===== config.mk =====
export PLATFORM = sky130hd
export DESIGN_NAME = qr_row_feeder
export DESIGN_NICKNAME = d
export VERILOG_FILES = /design/src/rtl/qr_row_feeder.sv
export SDC_FILE = /design/constraint.sdc
export NUM_CORES = 1
export LEC_CHECK = 0
export ABC_AREA = 1
export CAP_MARGIN = 20
export CORE_UTILIZATION = 60
export CTS_CLUSTER_DIAMETER = 100
export DETAILED_ROUTE_END_ITERATION = 6
export PLACE_DENSITY = 0.8
export SYNTH_ARGS = -nofsm -noshare
export SYNTH_HDL_FRONTEND = slang
export SYNTH_HIERARCHICAL = 1
export SYNTH_SLANG_ARGS = --single-unit

===== constraint.sdc =====
create_clock -name clk -period 3.1 [get_ports clk]
set_input_delay 0.62 -clock clk [delete_from_list [all_inputs] [get_ports clk]]
set_output_delay 0.62 -clock clk [all_outputs]
set_load 0.01 [all_outputs]

===== src/rtl/qr_row_feeder.sv =====
// Ping-pong row buffer feeding the 4-column CORDIC QR array: stores host rows,
// then replays each full matrix one row per ROW_CYCLES clocks with a drain gap.

module qr_row_feeder_lane #(
    parameter int WIDTH = 13,
    parameter int ROWS  = 4,
    parameter int RW    = 2
) (
    input  logic                    clk,
    input  logic                    reset,
    input  logic                    wr_en,
    input  logic                    wr_bank,
    input  logic [RW-1:0]           wr_row,
    input  logic [WIDTH-1:0]        wr_data,
    input  logic                    rd_en,
    input  logic                    rd_bank,
    input  logic [RW-1:0]           rd_row,
    output logic [WIDTH-1:0]        data_out
);
    logic [WIDTH-1:0] mem [2][ROWS];

    always_ff @(posedge clk) begin
        if (wr_en) mem[wr_bank][wr_row] <= wr_data;
    end

    // Column output register: zero whenever no row is being streamed.
    always_ff @(posedge clk) begin
        if (reset)      data_out <= '0;
        else if (rd_en) data_out <= mem[rd_bank][rd_row];
        else            data_out <= '0;
    end
endmodule

module qr_row_feeder #(
    parameter int WIDTH      = 13,
    parameter int ROWS       = 4,
    parameter int ROW_CYCLES = 4,
    parameter int GAP_CYCLES = 16
) (
    input  logic                     clk,
    input  logic                     reset,
    input  logic                     in_valid,
    output logic                     in_ready,
    input  logic signed [WIDTH-1:0]  in_rowA,
    input  logic signed [WIDTH-1:0]  in_rowB,
    input  logic signed [WIDTH-1:0]  in_rowC,
    input  logic signed [WIDTH-1:0]  in_rowD,
    output logic signed [WIDTH-1:0]  data_outA,
    output logic signed [WIDTH-1:0]  data_outB,
    output logic signed [WIDTH-1:0]  data_outC,
    output logic signed [WIDTH-1:0]  data_outD,
    output logic                     last_end,
    output logic                     mat_start,
    output logic [$clog2(ROWS)-1:0]  row_idx,
    output logic                     busy
);
    localparam int NUM_LANES = 4;
    localparam int RW = $clog2(ROWS);
    localparam int CW = (ROW_CYCLES > 1) ? $clog2(ROW_CYCLES) : 1;
    localparam int GW = (GAP_CYCLES > 1) ? $clog2(GAP_CYCLES) : 1;

    typedef enum logic [1:0] {IDLE, STREAM, GAP} state_t;

    state_t          state;
    logic [1:0]      full;
    logic [1:0]      set_mask, clr_mask;
    logic            wr_bank, rd_bank;
    logic [RW-1:0]   wr_row, row_cnt;
    logic [CW-1:0]   cyc_cnt;
    logic [GW-1:0]   gap_cnt;
    logic            accept, last_wr, row_wrap, last_row, stream_done;

    logic [NUM_LANES-1:0][WIDTH-1:0] col_in, col_out;

    assign in_ready    = !full[wr_bank];
    assign accept      = in_valid && in_ready;
    assign last_wr     = (wr_row == RW'(ROWS - 1));
    assign row_wrap    = (cyc_cnt == CW'(ROW_CYCLES - 1));
    assign last_row    = (row_cnt == RW'(ROWS - 1));
    assign stream_done = (state == STREAM) && row_wrap && last_row;

    // Set and clear never hit the same bank: a writable wr_bank is empty.
    always_comb begin
        set_mask = '0;
        clr_mask = '0;
        if (accept && last_wr) set_mask[wr_bank] = 1'b1;
        if (stream_done)       clr_mask[rd_bank] = 1'b1;
    end

    always_ff @(posedge clk) begin
        if (reset) begin
            full    <= '0;
            wr_bank <= 1'b0;
            wr_row  <= '0;
        end else begin
            full <= (full & ~clr_mask) | set_mask;
            if (accept) begin
                if (last_wr) begin
                    wr_row  <= '0;
                    wr_bank <= ~wr_bank;
                end else begin
                    wr_row <= wr_row + 1'b1;
                end
            end
        end
    end

    always_ff @(posedge clk) begin
        if (reset) begin
            state     <= IDLE;
            rd_bank   <= 1'b0;
            row_cnt   <= '0;
            cyc_cnt   <= '0;
            gap_cnt   <= '0;
            last_end  <= 1'b0;
            mat_start <= 1'b0;
            row_idx   <= '0;
            busy      <= 1'b0;
        end else begin
            last_end  <= 1'b0;
            mat_start <= 1'b0;
            row_idx   <= '0;
            busy      <= (state != IDLE);
            case (state)
                IDLE: begin
                    if (full[rd_bank]) begin
                        state   <= STREAM;
                        row_cnt <= '0;
                        cyc_cnt <= '0;
                    end
                end
                STREAM: begin
                    row_idx   <= row_cnt;
                    last_end  <= last_row;
                    mat_start <= (row_cnt == '0) && (cyc_cnt == '0);
                    if (row_wrap) begin
                        cyc_cnt <= '0;
                        if (last_row) begin
                            row_cnt <= '0;
                            rd_bank <= ~rd_bank;
                            // Without a gap, chain straight into a queued matrix.
                            if (GAP_CYCLES == 0) begin
                                state <= full[~rd_bank] ? STREAM : IDLE;
                            end else begin
                                state   <= GAP;
                                gap_cnt <= '0;
                            end
                        end else begin
                            row_cnt <= row_cnt + 1'b1;
                        end
                    end else begin
                        cyc_cnt <= cyc_cnt + 1'b1;
                    end
                end
                GAP: begin
                    if (gap_cnt == GW'(GAP_CYCLES - 1)) state <= IDLE;
                    else                                gap_cnt <= gap_cnt + 1'b1;
                end
                default: state <= IDLE;
            endcase
        end
    end

    assign col_in = {in_rowD, in_rowC, in_rowB, in_rowA};

    for (genvar i = 0; i < NUM_LANES; i++) begin : g_lane
        qr_row_feeder_lane #(
            .WIDTH (WIDTH),
            .ROWS  (ROWS),
            .RW    (RW)
        ) u_lane (
            .clk      (clk),
            .reset    (reset),
            .wr_en    (accept),
            .wr_bank  (wr_bank),
            .wr_row   (wr_row),
            .wr_data  (col_in[i]),
            .rd_en    (state == STREAM),
            .rd_bank  (rd_bank),
            .rd_row   (row_cnt),
            .data_out (col_out[i])
        );
    end

    assign data_outA = col_out[0];
    assign data_outB = col_out[1];
    assign data_outC = col_out[2];
    assign data_outD = col_out[3];
endmodule


==> flow_summary_export.csv <==
group,metric,value,unit
run_status,status,"completed",
floorplan,die-area,35140,sq um
yosys,syn_area,20630,sq um
timing,fin_skew,0.01445,ns
global_routing,grt_max_degree,66,
yosys,synth_cell_types,23,
finish,nNetsFinal,2249,
critical_path,rr_worst_depth,9,
cts,cts_sinks,489,
cts,clk_pin_slew,0.06,ns
timing,rsz0062_at_grt,"no",
critical_path,path_buf_inv,2,
critical_path,cp_max_fo,7,
routing,totalWireLength,47.11,mm
worst_hold_path,hp-start,"full[1]$_SDFF_PP0_",
critical_path,crit_arrival,1.94,ns
yosys,avgSynthCellArea,10.04,sq um
finish,n_antenna_cell,0,
cts,cts_tree,"done",
floorplan,fp.dieW,187.5,um
critical_path,timing.rr.end,"g_lane[3].u_lane/mem[1][9]$_DFFE_PP_",
timing,hold_viol,0,
yosys,ys_ff_latch,489,
global_routing,grt.total_usage,0.2714,
routing,route.detailed.wl_per_inst,17.62,um
floorplan,io_pins,113,
floorplan,initial_core_util,0.6123,
cts,h-tree-depth,2,
timing,min_period,2.557,ns
worst_hold_path,hold_depth,2,
finish,syn_to_final_growth,15.41,%
timing,finalCritPeriodShare,0.8248,
yosys,synth_seq_area_share,0.6762,
worst_hold_path,holdPathEnd,"full[1]$_SDFF_PP0_",
cts,cts_resized,0,
place,place.port_buffers,112,
global_routing,antenna_found_initial,0,
routing,dr.first_iter.drc_count,1487,
timing,finalWorstSetupSlack,0.5432,ns
timing,tns,0,ns
cts,worst_skew_pair.late_latency,0.55,ns
cts,cts_buffers,48,
floorplan,std_cell_rows,67,
cts,cts_root_buf,"clkbuf_16",
routing,vias,14010,
routing,drc,0,
critical_path,slowest_delay,0.58,ns
cts,clockBufferDepth,3,
yosys,yosysWarningCount,6,
floorplan,die_y,187.5,um
timing,slew_headroom,0.3988,
global_routing,grt_pass1_vias,13560,
critical_path,path_depth,4,
critical_path,slowest_stage,"clkdlybuf4s50_1",
pwr,p_leak,10.25,nW
pwr,power_density,580.7,nW/um^2
critical_path,end_kind,"primary output",
finish,n_fill_cell,2375,
critical_path,startpoint_type,"register",
critical_path,cp_top_family,"buffers and inverters",
critical_path,crit_path_cell_trace,"buf_4 > nand2_1 > nand2_1 > clkdlybuf4s50_1",
cts,cts_setup_buffers,0,
yosys,syn_inst,2055,
yosys,syn-num-nets,2116,
timing,setup_viol,0,
global_routing,grt_overflow_total,0,
timing,fmaxAchievable,391.1,MHz
critical_path,worstReg2RegStart,"wr_bank$_SDFFE_PP0N_",
place,place_hpwl,29.28,mm
routing,first_pass_iters,5,
critical_path,r2r_slack,0.84,ns
routing,viasPerCell,5.240,
place,gp_congestion,0.8654,
global_routing,grt_pass1_wl,72.67,mm
finish,drive_above_1_share,0.06514,
critical_path,path_class,"register to primary output",
worst_hold_path,worstHoldPathType,"register to register",
timing,finalMaxSlewViolations,0,
cts,cts_hold_buffers,0,
timing,tightest_slew,0.9005,ns
pwr,ir_worst_vdd,625.0,uV
routing,antenna_left,0,
flow_run,drv_cap,0,
critical_path,crit_top_cell,"nand2_1",
floorplan,coreArea,33700,sq um
critical_path,cp_data_required_time,2.48,ns
place,pre_cts_ws,0.5994,ns
-- placed cells by master (no fill, tap or decap) --
master / instances
nor2_8: 1
clkinv_2: 9
inv_2: 2
nand2_4: 3
buf_12: 3
nand4_1: 4
clkinvlp_4: 3
nand3_1: 288
edfxtp_1: 416
a21oi_1: 13
o21ai_0: 3
dfxtp_4: 3
nand2_1: 554
clkbuf_1: 7
nor2_1: 151
xor2_1: 1
buf_4: 49
clkbuf_16: 49
inv_1: 448
clkbuf_8: 7
nor3_1: 1
clkinv_1: 6
nor2_4: 1
bufinv_16: 7
and2_1: 1
clkdlybuf4s50_1: 112
dfxtp_1: 70
ha_1: 6
inv_4: 8
-- report_power, final --
| group | switching, W | internal (W) | total, W |
|---|---|---|---|
| Sequential | 0.0000472 | 0.00726 | 0.00731 |
| Combinational | 0.000360 | 0.000176 | 0.000536 |
| Clock | 0.00235 | 0.00364 | 0.00598 |
| Total | 0.00276 | 0.0111 | 0.0138 |
-- worst max path at each step --
stage | from | endpoint | slack (ns)
after floorplan | wr_bank$_SDFFE_PP0N_ | g_lane[0].u_lane/mem[0][0]$_DFFE_PP_ | 0.64
after global placement | in_valid | g_lane[3].u_lane/mem[0][10]$_DFFE_PP_ | 0.64
after detailed placement | in_valid | g_lane[3].u_lane/mem[1][8]$_DFFE_PP_ | 0.60
after CTS | wr_bank$_SDFFE_PP0N_ | in_ready | 0.55
after global routing | wr_bank$_SDFFE_PP0N_ | in_ready | 0.49
final | wr_bank$_SDFFE_PP0N_ | in_ready | 0.54
-- layer usage --
metal  vias up  part of all wire  global-route usage
met5         -                 0                   0
met4         0             0.036              0.1079
met3       117             0.088             0.03902
met2       627              0.47              0.4339
met1      6573              0.41              0.3782
li1       6696                 -                   -
-- layout make-up --
cell class,count,area (sq um),area share
multi-input combinational,1027,4353,0.1828
clock buffer,63,1349,0.05664
clock inverter,25,300.3,0.01261
timing repair buffer,164,1549,0.06504
sequential,489,13960,0.5864
inverter,458,1739,0.07303
tap,448,560.5,0.02354
-- state kept, by name, summed over array words and instances (netlist names), 2 cells and up --
| register | count |
|---|---|
| g_lane.u_lane/mem | 416 |
| row_idx | 2 |
| row_cnt | 2 |
| full | 2 |
| cyc_cnt | 2 |
| g_lane.u_lane/data_out | 52 |
| state | 2 |
| gap_cnt | 4 |
| wr_row | 2 |
-- per-stage QoR --
step | total power (W) | instances | area [sq um] | hold WS (ns) | utilization
floorplan | 0.007673 | 2055 | 20630 | 0.4569 | -
global placement | 0.007954 | 2586 | 22170 | 0.4706 | 0.6578
detailed placement | 0.007974 | 2586 | 22170 | 0.4777 | 0.6578
CTS | 0.01391 | 2674 | 23820 | 0.4876 | 0.7067
global route | 0.01423 | 2674 | 23820 | 0.5274 | 0.7067
finish | 0.01383 | 2674 | 23820 | 0.4902 | 0.7067
-- synthesized netlist by cell type, drive strengths merged --
library cell	number	area [sq um]
nand3	288	1441
nor2	153	598.1
and2	1	6.260
nand4	4	25.02
edfxtp	416	12490
dfxtp	73	1461
xor2	1	8.760
o21ai	3	15.01
inv	458	1739
a21oi	13	65.06
nand2	557	2113
buf	76	570.5
ha	6	75.07
nor3	1	5.000
clkbuf	5	18.77
-- kinds of logic (layout without fill, tap and decap cells) --
logic type      Yosys count  count (layout)  synth area share
xor+xnor                  1               1         0.0004245
fa+ha+maj                 6               6          0.003638
simple gates           1004            1004            0.2030
buf+inv                 539             710            0.1128
compound gates           16              16          0.003880
flops                   489             489            0.6762
-- worst reg2reg max path: stages (launching register included) --
cell and delay (ns):
dfxtp_1 0.42, buf_4 0.20, nand2_1 0.07, nand2_1 0.13, nand2_1 0.11, inv_1 0.26
buf_12 0.20, nand3_1 0.11, nor2_1 0.24, buf_4 0.22
(Power assumes the default switching activity.)
